==> config.mk <==
export PLATFORM = sky130hd
export DESIGN_NAME = carrysel_pipe_adder
export DESIGN_NICKNAME = d
export VERILOG_FILES = /design/src/rtl/carrysel_pipe_adder.sv
export SDC_FILE = /design/constraint.sdc
export NUM_CORES = 1
export LEC_CHECK = 0
export CAP_MARGIN = 10
export CORE_ASPECT_RATIO = 1.5
export CORE_MARGIN = 2
export CORE_UTILIZATION = 35
export DETAILED_ROUTE_END_ITERATION = 8
export GPL_TIMING_DRIVEN = 0
export PLACE_DENSITY = 0.61
export SETUP_SLACK_MARGIN = 0.05
export SLEW_MARGIN = 30
export SYNTH_ARGS = -nofsm -noshare
export SYNTH_HDL_FRONTEND = slang
export SYNTH_SLANG_ARGS = --single-unit
==> constraint.sdc <==
create_clock -name clk -period 4.68 [get_ports clk]
set_clock_uncertainty 0.15 [all_clocks]
set_input_delay 0.936 -clock clk [delete_from_list [all_inputs] [get_ports clk]]
set_output_delay 0.936 -clock clk [all_outputs]
set_load 0.05 [all_outputs]
==> src/rtl/carrysel_pipe_adder.sv <==
// Two-stage pipelined carry-select adder/subtractor with valid/ready on both sides.
// Optional signed-overflow output enabled by defining CARRYSEL_OVF_EN.
module carrysel_pipe_adder #(
  parameter int WIDTH = 64,
  parameter int BLOCK = 8
) (
  input  logic             clk,
  input  logic             rst_n,
  input  logic             in_valid,
  output logic             in_ready,
  input  logic [WIDTH-1:0] a,
  input  logic [WIDTH-1:0] b,
  input  logic             cin,
  input  logic             sub,
  output logic             out_valid,
  input  logic             out_ready,
  output logic [WIDTH-1:0] sum,
  output logic             cout
`ifdef CARRYSEL_OVF_EN
  ,
  output logic             ovf
`endif
);

  localparam int NSEG = WIDTH / BLOCK;
  localparam logic [BLOCK:0] L_ONE = (BLOCK + 1)'(1);

  generate
    if (BLOCK < 1 || BLOCK > WIDTH || (WIDTH % BLOCK) != 0) begin : g_bad_cfg
      $error("carrysel_pipe_adder: WIDTH must be a positive multiple of BLOCK");
    end
  endgenerate

  logic [WIDTH-1:0] w_bx;
  logic             w_c0;
  logic             w_accept;
  logic             w_s1_adv;
  logic [BLOCK:0]   w_cand0 [NSEG];
  logic [BLOCK:0]   w_cand1 [NSEG];

  logic             r_s1_valid;
  logic             r_c0;
  logic [BLOCK:0]   r_s0 [NSEG];
  logic [BLOCK:0]   r_s1 [NSEG];

  logic             r_out_valid;
  logic [WIDTH-1:0] r_sum;
  logic             r_cout;

  logic [WIDTH-1:0] w_sum;
  logic             w_carry;
  logic             w_carry_top;

  assign w_bx     = b ^ {WIDTH{sub}};
  assign w_c0     = cin ^ sub;
  assign w_s1_adv = r_s1_valid & (~r_out_valid | out_ready);
  assign in_ready = ~r_s1_valid | w_s1_adv;
  assign w_accept = in_valid & in_ready;

  // Both carry-in candidates per segment; the chain in stage 2 picks one.
  genvar gi;
  generate
    for (gi = 0; gi < NSEG; gi++) begin : g_seg
      logic [BLOCK-1:0] w_as;
      logic [BLOCK-1:0] w_bs;
      assign w_as        = a[gi*BLOCK +: BLOCK];
      assign w_bs        = w_bx[gi*BLOCK +: BLOCK];
      assign w_cand0[gi] = {1'b0, w_as} + {1'b0, w_bs};
      assign w_cand1[gi] = {1'b0, w_as} + {1'b0, w_bs} + L_ONE;
    end
  endgenerate

  always_ff @(posedge clk or negedge rst_n) begin
    if (!rst_n) begin
      r_s1_valid <= 1'b0;
    end else if (w_accept) begin
      r_s1_valid <= 1'b1;
    end else if (w_s1_adv) begin
      r_s1_valid <= 1'b0;
    end
  end

  always_ff @(posedge clk) begin
    if (w_accept) begin
      r_c0 <= w_c0;
      for (int k = 0; k < NSEG; k++) begin
        r_s0[k] <= w_cand0[k];
        r_s1[k] <= w_cand1[k];
      end
    end
  end

  always_comb begin
    w_sum       = '0;
    w_carry     = r_c0;
    w_carry_top = r_c0;
    for (int k = 0; k < NSEG; k++) begin
      if (k == NSEG - 1) w_carry_top = w_carry;
      w_sum[k*BLOCK +: BLOCK] = w_carry ? r_s1[k][BLOCK-1:0] : r_s0[k][BLOCK-1:0];
      w_carry                 = w_carry ? r_s1[k][BLOCK]     : r_s0[k][BLOCK];
    end
  end

`ifdef CARRYSEL_OVF_EN
  // Carry into the MSB for each candidate carry-in of the top segment.
  logic w_cm0;
  logic w_cm1;
  logic r_cm0;
  logic r_cm1;
  logic r_ovf;

  generate
    if (BLOCK == 1) begin : g_cm_bit
      assign w_cm0 = 1'b0;
      assign w_cm1 = 1'b1;
    end else begin : g_cm_low
      logic [BLOCK-1:0] w_low0;
      logic [BLOCK-1:0] w_low1;
      assign w_low0 = {1'b0, a[(NSEG-1)*BLOCK +: BLOCK-1]} + {1'b0, w_bx[(NSEG-1)*BLOCK +: BLOCK-1]};
      assign w_low1 = w_low0 + BLOCK'(1);
      assign w_cm0  = w_low0[BLOCK-1];
      assign w_cm1  = w_low1[BLOCK-1];
    end
  endgenerate

  always_ff @(posedge clk) begin
    if (w_accept) begin
      r_cm0 <= w_cm0;
      r_cm1 <= w_cm1;
    end
  end

  always_ff @(posedge clk or negedge rst_n) begin
    if (!rst_n) begin
      r_ovf <= 1'b0;
    end else if (w_s1_adv) begin
      r_ovf <= (w_carry_top ? r_cm1 : r_cm0) ^ w_carry;
    end
  end

  assign ovf = r_ovf;
`endif

  always_ff @(posedge clk or negedge rst_n) begin
    if (!rst_n) begin
      r_out_valid <= 1'b0;
      r_sum       <= '0;
      r_cout      <= 1'b0;
    end else if (w_s1_adv) begin
      r_out_valid <= 1'b1;
      r_sum       <= w_sum;
      r_cout      <= w_carry;
    end else if (out_ready) begin
      r_out_valid <= 1'b0;
    end
  end

  assign out_valid = r_out_valid;
  assign sum       = r_sum;
  assign cout      = r_cout;

endmodule

==> results.cfg <==
[outcome]
status = complete, no violations

[synth]
ys_seq_area_frac = 0.5146
syn_nets = 1210
synth_edf_count = 145
synthSimpleGateAreaFrac = 0.09492
synth-compound-area-share = 0.09161
yosysUniqueCellTypes = 52
synth_area_mm2 = 0.01172
synth-xor-area-share = 0.1203
netlist_instances = 986
yosys-mux-area-fraction = 0.05509
synth_top_family_by_area = XOR/XNOR gates
synth_seq_cells = 212
yosys.area_share.adder = 0.1012
yosys_most_used_dff = edfxtp_1
avgSynthCellArea_um2 = 11.89
yosysWarnings = 0
async_reset_ff_frac = 0.3160

[critical_path]
worst-path-stages = 12
timing.rr.end = sum[53]$_DFFE_PN0P_
critPathMaxStageDelay_ns = 0.54
cpMostUsedCell = xor2_1
crit_chain = clkbuf_2 > buf_2 > xor2_1 > ha_1 > inv_1 > fa_1 > o21ai_0 > xor2_1 > and2_1 > and4_1 > nand3_1 > xnor2_1
end_kind = register
rr_worst_depth = 9
arrival_ns = 4.09
path_class = in -> reg
path_buf_inv = 3
crit_required_ns = 4.79
slowest_stage = buf_2
reg2reg_slack_ns = 1.88
critPathMaxFanout = 10
worstSetupStartpointType = input port
endpoint = r_s1[1][35]$_DFFE_PP_
r2r_start = r_c0$_DFFE_PP_
startpoint = sub
crit_family = buffers and inverters

[cells_and_area]
area_growth_pct = 27.81
drive_above_1_share = 0.04894
final_cell_mix = clkdlybuf4s50_1, edfxtp_1, xor2_1, ha_1, nand2_1
layout_commonest_cell = clkdlybuf4s50_1
finalNetCount = 1436

[timing]
tns_ns = 0
rsz0062_at_grt = no
drv_slew = 0
tightest_slew_ns = 0.7292
post-route-min-period_ns = 3.986
setup_ws_ns = 0.6944
fin_crit_sh = 0.8516
fmax_mhz = 250.9
finalHoldViolations = 0
setup_viol = 0
slew_headroom = 0.5139

[flow_run]
cap_violations = 0

[routing]
ant_nets = 0
via_count = 7965
drc = 0
routed_via_density = 4.830
drt_iter0_drc = 246
dr.pass1.iters = 4
wirelength_mm = 27.05
drt-wirelength-per-cell_um = 16.41

[grt]
grt-ovfl-total = 0
gr-usage-all-layers = 0.1554
grt_pass1_wl_mm = 42.74
grt_max_degree = 53
grt_pass1_vias = 8322
antenna_found_initial = 3

[floorplanning]
die_h_um = 228.1
core_area_mm2 = 0.03324
ios = 201
die_w_um = 153.4
start_util = 0.3525
num_rows = 82
dieArea_mm2 = 0.03499

[place]
numPortBuffers = 199
dp_slack_ns = 0.05151
dpl.hpwl_mm = 21.50
gp_congestion = 0.8597

[clocking]
cts_root_buf = clkbuf_16
cts_setup_buffers = 0
cts_tree = yes
cts-resized-gates = 0
cts_sinks = 212
htree_num_levels = 1
numCtsBuffers = 21
ctsLongestPathBuffers = 3
insertion_delay_ns = 0.50
hold_buffers = 0
clk_pin_slew_ns = 0.06

[min_path]
min_path_type = in -> async

[power]
p_leak_nw = 6.157
vdd_drop_max_mv = 0.1676
power_mw = 6.746
powerDensity_mw_per_mm2 = 450.4
==> worst reg2reg max path: cells and delay by family, from the launching register on <==
kind,cells,cell delay [ns]
AO/OA/AOI/OAI,4,0.93
AND/OR/NAND/NOR,1,0.22
buffers and inverters,2,0.40
multiplexers,2,0.63
flip-flops,1,0.34
==> layout make-up <==
cell class | instances | area, um2
antenna | 3 | 7.507
buffer | 28 | 133.9
clock buffer | 27 | 548.0
clock inverter | 10 | 82.58
fill | 3133 | 18260
inverter | 36 | 135.1
multi-input combinational | 710 | 5430
sequential | 212 | 6031
tap | 420 | 525.5
timing repair buffer | 203 | 2085
==> sequential cells by signal (all words and copies together) (netlist names) <==
name / count
r_s1: 72
r_s1_valid: 1
r_c0: 1
cout: 1
sum: 64
r_s0: 72
out_valid: 1
==> cell families (layout without fill, tap and decap cells) <==
logic type / after synthesis / count (layout)
multiplexers: 62 / 62
other: 0 / 3
buffers and inverters: 64 / 304
AO/OA/AOI/OAI: 176 / 176
AND/OR/NAND/NOR: 221 / 221
flip-flops: 212 / 212
XOR/XNOR: 161 / 161
adder cells (fa/ha/maj): 90 / 90
==> metrics by stage <==
step           instances  hold WS, ns  area, um2    util
6_report            1649       0.2021      14980  0.4506
5_1_grt             1649       0.2125      14980  0.4506
4_1_cts             1646       0.1943      14970  0.4504
3_5_place_dp        1609       0.3195      14340  0.4314
3_3_place_gp        1605       0.3107      14240  0.4283
2_1_floorplan        986       0.3211      11720       -
==> how the worst min path moves through the flow <==
stage	end	slack [ns]	depth (start not counted)
3_5_place_dp	sum[19]$_DFFE_PN0P_	0.32	2
3_3_place_gp	sum[10]$_DFFE_PN0P_	0.31	2
5_1_grt	cout$_DFFE_PN0P_	0.21	1
2_1_floorplan	out_valid$_DFFE_PN0P_	0.32	1
4_1_cts	cout$_DFFE_PN0P_	0.19	1
6_report	cout$_DFFE_PN0P_	0.20	1
==> power by group <==
| part | switching, mW | internal [mW] |
|---|---|---|
| clock network | 0.693 | 0.886 |
| logic | 1.52 | 0.961 |
| registers | 0.168 | 2.51 |
| total | 2.38 | 4.36 |
==> synthesized netlist by cell type (4+ instances only) <==
| cell | count | area, um2 |
|---|---|---|
| o21ai_0 | 69 | 345.3 |
| buf_2 | 4 | 20.02 |
| xnor2_1 | 44 | 385.4 |
| ha_1 | 82 | 1026 |
| o21a_1 | 10 | 75.07 |
| nor2_1 | 34 | 127.6 |
| o21ai_1 | 11 | 55.05 |
| dfrtp_1 | 67 | 1677 |
| fa_1 | 8 | 160.2 |
| a211oi_1 | 7 | 52.55 |
| nand3b_1 | 14 | 105.1 |
| buf_1 | 7 | 26.28 |
| a21oi_1 | 33 | 165.2 |
| and4_1 | 5 | 43.79 |
| clkbuf_1 | 15 | 56.30 |
| nor2b_1 | 5 | 31.28 |
| nand2_1 | 75 | 281.5 |
| o21bai_1 | 7 | 52.55 |
| and3_1 | 20 | 125.1 |
| mux2i_1 | 60 | 600.6 |
| xor2_1 | 117 | 1025 |
| a31oi_1 | 9 | 56.30 |
| and2_1 | 7 | 43.79 |
| nor3_1 | 5 | 25.02 |
| inv_1 | 36 | 135.1 |
| nand2b_1 | 7 | 43.79 |
| nand3_1 | 33 | 165.2 |
| a21o_1 | 10 | 75.07 |
| edfxtp_1 | 145 | 4354 |
==> metal layers <==
| metal | up-vias | global-route usage | part of all wire |
|---|---|---|---|
| met4 | 0 | 0.07339 | 0.045 |
| met5 | - | 0 | 0 |
| met2 | 147 | 0.3079 | 0.56 |
| met1 | 3774 | 0.1586 | 0.36 |
| li1 | 3991 | - | - |
| met3 | 53 | 0.01805 | 0.033 |
No activity file was read; power rests on OpenSTA's default activity.
